File: config.mk
export PLATFORM = sky130hd
export DESIGN_NAME = frame_wr_ctrl_flat
export DESIGN_NICKNAME = d
export VERILOG_FILES = /design/src/rtl/frame_wr_ctrl_if.sv /design/src/rtl/frame_wr_ctrl.sv /design/src/flat_wrapper.sv
export SDC_FILE = /design/constraint.sdc
export NUM_CORES = 1
export LEC_CHECK = 0
export BUFFER_PORTS_ARGS = -buffer_cell sky130_fd_sc_hd__buf_2
export CAP_MARGIN = 40
export CORE_ASPECT_RATIO = 0.6
export CORE_MARGIN = 2
export CORE_UTILIZATION = 38
export CTS_BUF_LIST = sky130_fd_sc_hd__clkbuf_8
export DETAILED_ROUTE_END_ITERATION = 6
export GPL_TIMING_DRIVEN = 0
export HOLD_SLACK_MARGIN = 0.06
export PLACE_DENSITY = 0.52
export SLEW_MARGIN = 20
export SYNTH_ARGS = -nofsm -noshare
export SYNTH_HDL_FRONTEND = slang
export SYNTH_SLANG_ARGS = --single-unit
File: constraint.sdc
create_clock -name wr_clk -period 6.8 [get_ports wr_clk]
set_input_delay 1.02 -clock wr_clk [delete_from_list [all_inputs] [get_ports wr_clk]]
set_output_delay 1.02 -clock wr_clk [all_outputs]
set_load 0.05 [all_outputs]
File: src/rtl/frame_wr_ctrl_if.sv
// Pixel-in / buffer-write signal bundle for frame_wr_ctrl.
// master = pixel source plus frame buffer side, slave = the write controller.
interface frame_wr_ctrl_if #(
   parameter int PIX_WIDTH  = 8,
   parameter int DATA_WIDTH = 32
);
   logic                  sof;
   logic                  pix_valid;
   logic [PIX_WIDTH-1:0]  pix_data;
   logic                  wr_rdy;
   logic                  wr_en_l;
   logic [DATA_WIDTH-1:0] data_out;
   logic                  frame_done;
   logic                  overflow;
   logic                  busy;

   modport master (
      output sof, pix_valid, pix_data, wr_rdy,
      input  wr_en_l, data_out, frame_done, overflow, busy
   );

   modport slave (
      input  sof, pix_valid, pix_data, wr_rdy,
      output wr_en_l, data_out, frame_done, overflow, busy
   );
endinterface

File: src/rtl/frame_wr_ctrl.sv
// Packs pixels into buffer words and writes exactly BUF_SIZE words per frame; a word is offered the cycle after its last pixel.
// wr_rdy stalls are absorbed by a FIFO_DEPTH skid FIFO; a word completing into a full, non-popping FIFO is dropped (sticky overflow).
module frame_wr_ctrl #(
   parameter int PIX_WIDTH  = 8,
   parameter int DATA_WIDTH = 32,
   parameter int BUF_SIZE   = 500,
   parameter int FIFO_DEPTH = 4
) (
   input  logic           wr_clk,
   input  logic           reset,
   frame_wr_ctrl_if.slave bus_if
);
   localparam int PPW = DATA_WIDTH / PIX_WIDTH;
   localparam int PIW = (PPW > 1) ? $clog2(PPW) : 1;
   localparam int WCW = $clog2(BUF_SIZE + 1);
   localparam int AW  = $clog2(FIFO_DEPTH);
   localparam int CW  = AW + 1;

   typedef enum logic [1:0] {
      ST_IDLE,
      ST_CAPTURE,
      ST_DRAIN
   } state_t;

   state_t                state_q, state_d;
   logic [PIW-1:0]        pidx_q, pidx_d;
   logic [DATA_WIDTH-1:0] pack_q, pack_d;
   logic [WCW-1:0]        wcnt_q, wcnt_d;
   logic                  frame_done_q, frame_done_d;
   logic                  overflow_q;

   logic [DATA_WIDTH-1:0] mem_q [FIFO_DEPTH];
   logic [AW-1:0]         rd_ptr_q, wr_ptr_q;
   logic [CW-1:0]         fcnt_q, fcnt_d;

   logic                  take_pix;
   logic                  word_done;
   logic [PIW-1:0]        slot;
   logic                  fifo_empty;
   logic                  fifo_full;
   logic                  pop;
   logic                  push;
   logic                  drop;
   logic                  drain_empty;

   assign fifo_empty  = (fcnt_q == '0);
   assign fifo_full   = (fcnt_q == CW'(FIFO_DEPTH));
   assign pop         = !fifo_empty && bus_if.wr_rdy;
   assign push        = word_done && (!fifo_full || pop);
   assign drop        = word_done && fifo_full && !pop;
   // Only pops happen in DRAIN, so the FIFO empties at this edge iff the last entry leaves now.
   assign drain_empty = fifo_empty || (pop && (fcnt_q == CW'(1)));

   always_comb begin
      state_d      = state_q;
      pidx_d       = pidx_q;
      pack_d       = pack_q;
      wcnt_d       = wcnt_q;
      frame_done_d = 1'b0;
      take_pix     = 1'b0;
      slot         = pidx_q;

      case (state_q)
         ST_IDLE: begin
            if (bus_if.pix_valid && bus_if.sof) begin
               take_pix = 1'b1;
               slot     = '0;
               wcnt_d   = '0;
               state_d  = ST_CAPTURE;
            end
         end
         ST_CAPTURE: begin
            if (bus_if.pix_valid) begin
               take_pix = 1'b1;
               // A mid-frame sof abandons the partial word and restarts the frame.
               if (bus_if.sof) begin
                  slot   = '0;
                  wcnt_d = '0;
               end
            end
         end
         ST_DRAIN: begin
            if (drain_empty) begin
               frame_done_d = 1'b1;
               state_d      = ST_IDLE;
            end
         end
         default: state_d = ST_IDLE;
      endcase

      word_done = take_pix && (slot == PIW'(PPW - 1));

      if (take_pix) begin
         pack_d[int'(slot) * PIX_WIDTH +: PIX_WIDTH] = bus_if.pix_data;
         pidx_d = word_done ? '0 : slot + 1'b1;
      end

      if (word_done) begin
         wcnt_d = wcnt_d + 1'b1;
         if (wcnt_d == WCW'(BUF_SIZE)) begin
            state_d = ST_DRAIN;
         end
      end
   end

   always_comb begin
      case ({push, pop})
         2'b10:   fcnt_d = fcnt_q + 1'b1;
         2'b01:   fcnt_d = fcnt_q - 1'b1;
         default: fcnt_d = fcnt_q;
      endcase
   end

   always_ff @(posedge wr_clk) begin
      if (reset) begin
         state_q      <= ST_IDLE;
         pidx_q       <= '0;
         pack_q       <= '0;
         wcnt_q       <= '0;
         frame_done_q <= 1'b0;
         overflow_q   <= 1'b0;
      end else begin
         state_q      <= state_d;
         pidx_q       <= pidx_d;
         pack_q       <= pack_d;
         wcnt_q       <= wcnt_d;
         frame_done_q <= frame_done_d;
         overflow_q   <= overflow_q | drop;
      end
   end

   always_ff @(posedge wr_clk) begin
      if (reset) begin
         rd_ptr_q <= '0;
         wr_ptr_q <= '0;
         fcnt_q   <= '0;
      end else begin
         if (push) begin
            mem_q[wr_ptr_q] <= pack_d;
            wr_ptr_q        <= wr_ptr_q + 1'b1;
         end
         if (pop) begin
            rd_ptr_q <= rd_ptr_q + 1'b1;
         end
         fcnt_q <= fcnt_d;
      end
   end

   assign bus_if.wr_en_l    = fifo_empty;
   assign bus_if.data_out   = fifo_empty ? '0 : mem_q[rd_ptr_q];
   assign bus_if.frame_done = frame_done_q;
   assign bus_if.overflow   = overflow_q;
   assign bus_if.busy       = (state_q != ST_IDLE);
endmodule

File: src/flat_wrapper.sv
// flat-port wrapper written by rule: the top's interface ports become plain ports
module frame_wr_ctrl_flat 
#(
   parameter int PIX_WIDTH  = 8,
   parameter int DATA_WIDTH = 32,
   parameter int BUF_SIZE   = 500,
   parameter int FIFO_DEPTH = 4
)
  (wr_clk, reset, bus_if_sof, bus_if_pix_valid, bus_if_pix_data, bus_if_wr_rdy, bus_if_wr_en_l, bus_if_data_out, bus_if_frame_done, bus_if_overflow, bus_if_busy);
  frame_wr_ctrl_if #(.PIX_WIDTH(PIX_WIDTH), .DATA_WIDTH(DATA_WIDTH)) bus_if_i ();
  input  logic wr_clk;
  input  logic reset;
  input wire logic [$bits(bus_if_i.sof)-1:0] bus_if_sof;
  input wire logic [$bits(bus_if_i.pix_valid)-1:0] bus_if_pix_valid;
  input wire logic [$bits(bus_if_i.pix_data)-1:0] bus_if_pix_data;
  input wire logic [$bits(bus_if_i.wr_rdy)-1:0] bus_if_wr_rdy;
  output wire logic [$bits(bus_if_i.wr_en_l)-1:0] bus_if_wr_en_l;
  output wire logic [$bits(bus_if_i.data_out)-1:0] bus_if_data_out;
  output wire logic [$bits(bus_if_i.frame_done)-1:0] bus_if_frame_done;
  output wire logic [$bits(bus_if_i.overflow)-1:0] bus_if_overflow;
  output wire logic [$bits(bus_if_i.busy)-1:0] bus_if_busy;
  assign bus_if_i.sof = bus_if_sof;
  assign bus_if_i.pix_valid = bus_if_pix_valid;
  assign bus_if_i.pix_data = bus_if_pix_data;
  assign bus_if_i.wr_rdy = bus_if_wr_rdy;
  assign bus_if_wr_en_l = bus_if_i.wr_en_l;
  assign bus_if_data_out = bus_if_i.data_out;
  assign bus_if_frame_done = bus_if_i.frame_done;
  assign bus_if_overflow = bus_if_i.overflow;
  assign bus_if_busy = bus_if_i.busy;
  frame_wr_ctrl #(.PIX_WIDTH(PIX_WIDTH), .DATA_WIDTH(DATA_WIDTH), .BUF_SIZE(BUF_SIZE), .FIFO_DEPTH(FIFO_DEPTH)) u_core (.wr_clk(wr_clk), .reset(reset), .bus_if(bus_if_i));
endmodule
==> insert_results.sql, run 1 <==
INSERT INTO impl_metrics (metric_group, metric, value, unit) VALUES
('floorplanning', 'fp-row-count', '39', ''),
('sta', 'max_slew.worst_pin.slew', '0.7455', 'ns'),
('cells_and_area', 'nNetsFinal', '625', ''),
('worst_setup_path', 'required', '5.78', 'ns'),
('sta', 'report.final.setup_viol', '0', ''),
('synth', 'mappedNetlistNets', '554', ''),
('detailed_routing', 'final_antenna_net_count', '0', ''),
('power', 'power-per-cell-area', '290.2', 'nW/um2'),
('worst_setup_path', 'critical_path.slowest_cell', 'clkbuf_1', ''),
('global_routing', 'groute.layer.met2.usage', '26.22', '%'),
('synth', 'asyncSetResetFlopFracSynth', '0', '%'),
('sta', 'fmax', '293.0', 'MHz'),
('global_routing', 'via_count_of_the_first_global_routing_pass', '4548', ''),
('sta', 'setup-tns-final', '0', 'ns'),
('detailed_routing', 'drt_drc_violations_left', '0', ''),
('run_status', 'status', 'finished clean', ''),
('synth', 'post_synth_mux_area_share', '10.04', '%'),
('placement', 'place_hpwl', '11.36', 'mm'),
('global_routing', 'global_route.usage.total', '16.84', '%'),
('sta', 'finalHoldViolCount', '0', ''),
('detailed_routing', 'detailroute.via_count', '4387', ''),
('sta', 'slew_violations', '0', ''),
('cts', 'clk_root_buffer_cell', 'clkbuf_8', ''),
('worst_setup_path', 'worstPathArrival', '2.39', 'ns'),
('floorplanning', 'die_height', '113.4', 'um'),
('placement', 'dp_cells', '843', ''),
('synth', 'synth.ff_latch_count', '184', ''),
('detailed_routing', 'drt-pass1-iter-count', '4', ''),
('cells_and_area', 'drive_gt1_share', '23.81', '%'),
('cells_and_area', 'layout.filler_cells', '1720', ''),
('power', 'p_int', '1.702', 'mW'),
('cells_and_area', 'postLayoutCellArea', '8678', 'um2'),
('power', 'share_of_total_power_in_sequential_cells', '47.8', '%'),
('global_routing', 'grt-ovfl-total', '0', ''),
('sta', 'skew', '0.01204', 'ns'),
('synth', 'postSynthAreaPerCell', '14.41', 'um2'),
('global_routing', 'antenna_found_initial', '0', ''),
('power', 'report.power.total', '2.519', 'mW'),
('synth', 'synth_compound_gate_area_share', '4.276', '%'),
('flow_run', 'timing.max_cap.violations', '0', ''),
('cells_and_area', 'sequential_cell_area', '4965', 'um2'),
('power', 'cellLeakagePower', '3.144', 'nW'),
('worst_setup_path', 'worst_path_most_repeated_cell', 'nor2b_1', ''),
('synth', 'syn_inst', '526', ''),
('placement', 'placement.io_buffers', '47', ''),
('synth', 'synth.lib_cells_used.distinct', '48', ''),
('synth', 'synth.yosys.seq_area_share', '65.51', '%'),
('synth', 'synth_enable_flop_cells', '128', ''),
('synth', 'ys_dominant_reg_cell', 'edfxtp_1', ''),
('cts', 'tritoncts', 'yes', ''),
('synth', 'post_synth_instance_area', '7579', 'um2'),
('detailed_routing', 'drt-wirelength-per-cell', '19.02', 'um'),
('global_routing', 'grt_first_pass_wirelength', '25.90', 'mm'),
('cts', 'cts.hold.buffers_added', '0', ''),
('cts', 'cts_htree_levels', '4', ''),
('detailed_routing', 'drt_iter0_markers', '246', ''),
('worst_setup_path', 'critical_path.endpoint_type', 'output pin', ''),
('placement', 'place.gp.congestion', '0.7645', ''),
('floorplanning', 'initial_core_util', '39.32', '%'),
('cts', 'clockBufferDepth', '2', ''),
('cells_and_area', 'antennaDiodeCount', '0', ''),
('cts', 'clk_pin_slew_worst_paths', '0.10', 'ns'),
('worst_setup_path', 'r2r_slack', '3.85', 'ns'),
('cells_and_area', 'multi_input_comb_area', '2411', 'um2'),
('cts', 'post_cts.resized_instances', '0', ''),
('floorplanning', 'die_x', '186.3', 'um'),
('cts', 'clock_sink_count', '184', ''),
('detailed_routing', 'detailed_route_vias_per_instance', '5.014', ''),
('sta', 'grt_setup_unrepaired', 'no', ''),
('worst_setup_path', 'start_kind', 'register', ''),
('power', 'swShare', '32.42', '%');
==> final timing paths <==
check	from	endpoint	depth (start not counted)
min reg2reg	u_core.pidx_q[1]	u_core.pidx_q[1]	2
max	u_core.fcnt_q[1]	bus_if_data_out[12]	7
min	u_core.pidx_q[1]	u_core.pidx_q[1]	2
max reg2reg	u_core.state_q[1]	u_core.mem_q[2][16]	8
==> layer usage <==
layer / share of wire, % / up-vias
li1: - / 2081
met3: 6.5 / 22
met2: 44 / 89
met5: 0 / -
met1: 48 / 2195
met4: 1.7 / 0
==> kinds of logic after synthesis <==
kind of cell               count (synthesis)
AOI/OAI and AO/OA                         51
DFF                                      184
and+or+nand+nor                          188
buffers and inverters                     41
adders and majority gates                 15
muxes                                     36
xor gates and xnor gates                  11
==> cell type report <==
type | instances | area share (%)
Inverter | 15 | 0.6488
Clock buffer | 17 | 2.696
Sequential cell | 184 | 57.21
Clock inverter | 14 | 2.018
Buffer | 26 | 1.745
Tap cell | 266 | 3.835
Multi-Input combinational cell | 301 | 27.78
Timing Repair Buffer | 52 | 4.066
==> through the flow <==
step | hold slack [ns] | setup slack, ns
finish | 0.4557 | 3.387
global route | 0.4859 | 3.155
CTS | 0.4596 | 2.856
detailed placement | 0.4459 | 3.182
global placement | 0.4366 | 2.419
floorplan | 0.4272 | 3.583
==> flip-flops by register name, summed over array words and instances (netlist names), 2 cells and up, named ones only <==
signal           flops
u_core.pidx_q        2
u_core.rd_ptr_q      2
u_core.state_q       2
u_core.wr_ptr_q      2
u_core.fcnt_q        3
u_core.wcnt_q        9
u_core.mem_q       128
u_core.pack_q       32
==> power groups by stage <==
stage | clock network, mW | registers, mW | logic [mW]
floorplan | 0 | 1.23 | 0.419
global placement | 0 | 1.23 | 0.556
finish | 0.762 | 1.20 | 0.552
detailed placement | 0 | 1.23 | 0.560
CTS | 0.785 | 1.20 | 0.561
global route | 0.831 | 1.21 | 0.592
==> synthesized netlist by cell type (2+ instances only) <==
| cell | count | area, um2 |
|---|---|---|
| buf_2 | 6 | 30.03 |
| mux2i_1 | 4 | 40.04 |
| clkbuf_1 | 12 | 45.04 |
| or3_1 | 9 | 56.30 |
| o211ai_1 | 3 | 22.52 |
| nand2_1 | 57 | 214.0 |
| xnor2_1 | 4 | 35.03 |
| or4_1 | 4 | 30.03 |
| and3_1 | 5 | 31.28 |
| a21oi_1 | 32 | 160.2 |
| and2_2 | 4 | 30.03 |
| nor2b_1 | 42 | 262.8 |
| nand2b_1 | 3 | 18.77 |
| edfxtp_1 | 128 | 3844 |
| ha_1 | 15 | 187.7 |
| and2_1 | 4 | 25.02 |
| buf_4 | 2 | 15.01 |
| dfxtp_1 | 56 | 1121 |
| nor3_1 | 2 | 10.01 |
| nand3b_1 | 4 | 30.03 |
| nand3_1 | 22 | 110.1 |
| o31ai_1 | 2 | 15.01 |
| xor2_1 | 7 | 61.31 |
| buf_6 | 4 | 45.04 |
| nand4_1 | 5 | 31.28 |
| nor2_1 | 16 | 60.06 |
| inv_1 | 15 | 56.30 |
| mux4_2 | 32 | 720.7 |
| a22o_1 | 8 | 70.07 |
==> worst register-to-register path: cells and delay by family, from the launching register on <==
| kind | cells | cell delay (ns) |
|---|---|---|
| and+or+nand+nor | 5 | 1.48 |
| DFF | 1 | 0.42 |
| adders and majority gates | 1 | 0.36 |
| buffers and inverters | 2 | 0.38 |
==> cell usage in the layout, fill, tap and decap left out, types with 5 or more instances in the layout <==
cell type and n:
and3_1 5, ha_1 15, nand4_1 5, buf_2 53
a22o_1 8, a21oi_1 32, and2_2 8, clkbuf_8 17
nand3_1 22, clkbuf_1 12, edfxtp_1 128, nand2_1 57
or3_1 9, nor2_1 16, xor2_1 7, inv_1 15
dfxtp_1 56, mux4_2 32, nor2b_1 42
Note: power is estimated with default switching activity, not from simulation.
==> run 2: changes to the inputs <==
Settings changed: PLACE_DENSITY 0.52 to 0.54.
Clock period 6.8 ns to 2.9 ns, I/O delays scaled along.
==> run 2 against run 1 <==
Critical path depth down 3. Wire length is 1.9% lower. Count of clock-buffer cells in the layout is 6 higher. Via count hardly changed. Final cell count rose by 0.11%. Sequential share of layout area is essentially flat. Setup slack worse by 3.2 ns. Clock power grew 120%. Die area unchanged. Combinational power increased by 130%. Sequential power increased by 140%. Power rose by 130%.
==> insert_results.sql, run 2 (synthesis gave the netlist of run 1 again) <==
INSERT INTO impl_metrics (metric_group, metric, value, unit) VALUES
('run_status', 'status', 'finished clean', ''),
('worst_setup_path', 'worstPathArrival', '2.30', 'ns'),
('cells_and_area', 'largest_register', 'u_core.mem_q', ''),
('sta', 'period_needed', '2.739', 'ns'),
('placement', 'pre_cts_slack', '-0.07457', 'ns'),
('placement', 'place.gp.congestion', '0.8158', ''),
('power', 'vdd.ir_drop.worst', '0.3421', 'mV'),
('worst_setup_path', 'crit_chain', 'buf_1 > mux4_2 > nor2b_1 > buf_2', ''),
('power', 'power-per-cell-area', '669.4', 'nW/um2'),
('sta', 'slew_violations', '0', ''),
('global_routing', 'global_route.usage.total', '16.25', '%'),
('cts', 'post-cts-setup-buffer-count', '0', ''),
('cts', 'clock_latency', '0.46', 'ns'),
('cells_and_area', 'drive_gt1_share', '24.59', '%'),
('sta', 'period_share', '94.43', '%'),
('worst_setup_path', 'critical_path.slowest_cell', 'buf_1', ''),
('sta', 'grt_setup_unrepaired', 'no', ''),
('worst_setup_path', 'required', '2.47', 'ns'),
('cells_and_area', 'final_common_cell', 'edfxtp_1', ''),
('detailed_routing', 'detailed_route_vias_per_instance', '5.006', ''),
('sta', 'setup_slack', '0.1615', 'ns'),
('detailed_routing', 'postRouteWirelength', '16.34', 'mm'),
('worst_setup_path', 'start_kind', 'register', ''),
('cells_and_area', 'layout.filler_cells', '1726', ''),
('worst_hold_path', 'holdCritPathClass', 'in2reg', ''),
('sta', 'max_slew.worst_pin.slew', '0.7372', 'ns'),
('placement', 'dp_cells', '844', ''),
('cts', 'total_clock_buffers_created_by_cts', '17', ''),
('floorplanning', 'die_x', '186.3', 'um'),
('placement', 'placement.io_buffers', '47', ''),
('floorplanning', 'dieArea', '21130', 'um2'),
('flow_run', 'timing.max_cap.violations', '0', ''),
('detailed_routing', 'drt_iter0_markers', '287', ''),
('global_routing', 'grt-ovfl-total', '0', ''),
('global_routing', 'grt_start_max_net_pins', '19', ''),
('floorplanning', 'io_pins', '49', ''),
('cells_and_area', 'nNetsFinal', '625', ''),
('worst_setup_path', 'critical_path.endpoint_type', 'output pin', ''),
('sta', 'finalHoldViolCount', '0', ''),
('floorplanning', 'fp-row-count', '39', ''),
('floorplanning', 'initial_core_util', '39.32', '%'),
('cells_and_area', 'final_cell_count_no_fill', '876', ''),
('worst_setup_path', 'cp_slowest_stage_delay', '0.60', 'ns'),
('cells_and_area', 'areaGrowthSynthToFinish', '14.58', '%'),
('sta', 'maxSlewHeadroom', '50.85', '%'),
('floorplanning', 'die_height', '113.4', 'um'),
('detailed_routing', 'drt-wirelength-per-cell', '18.65', 'um'),
('floorplanning', 'core', '19270', 'um2'),
('cts', 'clock_sink_count', '184', ''),
('sta', 'fmax', '365.2', 'MHz'),
('cts', 'clk_pin_slew_worst_paths', '0.10', 'ns'),
('detailed_routing', 'drt-pass1-iter-count', '4', ''),
('cts', 'clockBufferDepth', '2', ''),
('sta', 'whs', '0.3507', 'ns'),
('cells_and_area', 'antennaDiodeCount', '0', ''),
('power', 'report.power.total', '5.812', 'mW'),
('detailed_routing', 'drt_drc_violations_left', '0', ''),
('worst_setup_path', 'r2r_slack', '0.21', 'ns'),
('cts', 'cts_htree_levels', '4', ''),
('detailed_routing', 'detailroute.via_count', '4385', ''),
('power', 'cellLeakagePower', '3.168', 'nW'),
('worst_setup_path', 'critical_path_class', 'reg2out', ''),
('placement', 'place_hpwl', '11.41', 'mm'),
('cells_and_area', 'most-common-layout-cells', 'edfxtp_1 (128), nand2_1 (57), dfxtp_1 (56)', ''),
('global_routing', 'antenna_found_initial', '0', ''),
('sta', 'report.final.setup_viol', '0', ''),
('sta', 'skew', '0.02055', 'ns'),
('cells_and_area', 'biggestRegsByFlops', 'u_core.mem_q: 128 flops, u_core.pack_q: 32 flops, u_core.wcnt_q: 9 flops', ''),
('global_routing', 'grt_first_pass_wirelength', '25.26', 'mm'),
('global_routing', 'via_count_of_the_first_global_routing_pass', '4499', ''),
('cts', 'tritoncts', 'yes', ''),
('cells_and_area', 'largest_register_ff_count', '128', ''),
('cts', 'clk_root_buffer_cell', 'clkbuf_8', ''),
('worst_setup_path', 'critical_path_peak_fanout', '10', ''),
('detailed_routing', 'final_antenna_net_count', '0', '');
run 2: cell types whose count changed in the layout (fill, tap and decap cells not counted), moves of 2 or more:
cell	delta
clkinv_2	-3
clkbuf_2	+4
clkinvlp_4	-2
inv_4	+4
and2_2	-4
and2_4	+4
bufinv_16	-2
clkbuf_1	-5
clkbuf_8	+6
run 2: worst paths after layout:
check                           cells past startpoint                   to                from
worst max-delay path                                4  bus_if_data_out[15]            register
worst min-delay path                                3     u_core.pack_q[0]  bus_if_pix_data[0]
worst max register to register                      8  u_core.mem_q[0][12]   u_core.state_q[1]
worst min register to register                      2     u_core.pidx_q[1]    u_core.pidx_q[1]
run 2: metrics by stage:
stage | TNS [ns] | utilization (%) | instance area (um2)
finish | 0 | 45.05 | 8683
global route | 0 | 45.05 | 8683
detailed placement | -4.131 | 42.90 | 8269
CTS | 0 | 44.99 | 8672
global placement | -106.26 | 42.27 | 8147
floorplan | 0 | - | 7579
run 2: timing repair:
action,in CTS,in global routing
setup endpoints to repair,1,93
gates cloned,0,0
gates resized for setup,1,12
hold buffers,0,0
endpoints found under the hold margin,0,0
run 2: where the power goes:
part	internal, mW	switching, mW
registers	2.81	0.0166
logic	0.333	0.960
clock network	0.823	0.872
run 2: critical path: cells and delay by family (launching register included):
kind                   cells  cell delay (ns)
buffers and inverters      2             0.82
flip-flops                 1             0.47
multiplexers               1             0.40
AND/OR/NAND/NOR            1             0.15
run 2: area by class of cell:
cell class / count / area (um2) / area share, %
Clock buffer: 23 / 316.6 / 3.646
Timing Repair Buffer: 52 / 352.8 / 4.063
Multi-Input combinational cell: 301 / 2419 / 27.85
Sequential cell: 184 / 4965 / 57.18
Tap cell: 266 / 332.8 / 3.833
Clock inverter: 9 / 85.08 / 0.9798
Inverter: 15 / 56.30 / 0.6484
Buffer: 26 / 156.4 / 1.801
run 2: per-layer routing:
| metal | global-route usage [%] | vias to the layer above | part of all wire [%] |
|---|---|---|---|
| met5 | 0 | - | 0 |
| met4 | 5.120 | 0 | 1.1 |
| met3 | 3.354 | 12 | 5.6 |
| met2 | 26.12 | 95 | 46 |
| met1 | 22.39 | 2193 | 47 |
| li1 | - | 2085 | - |
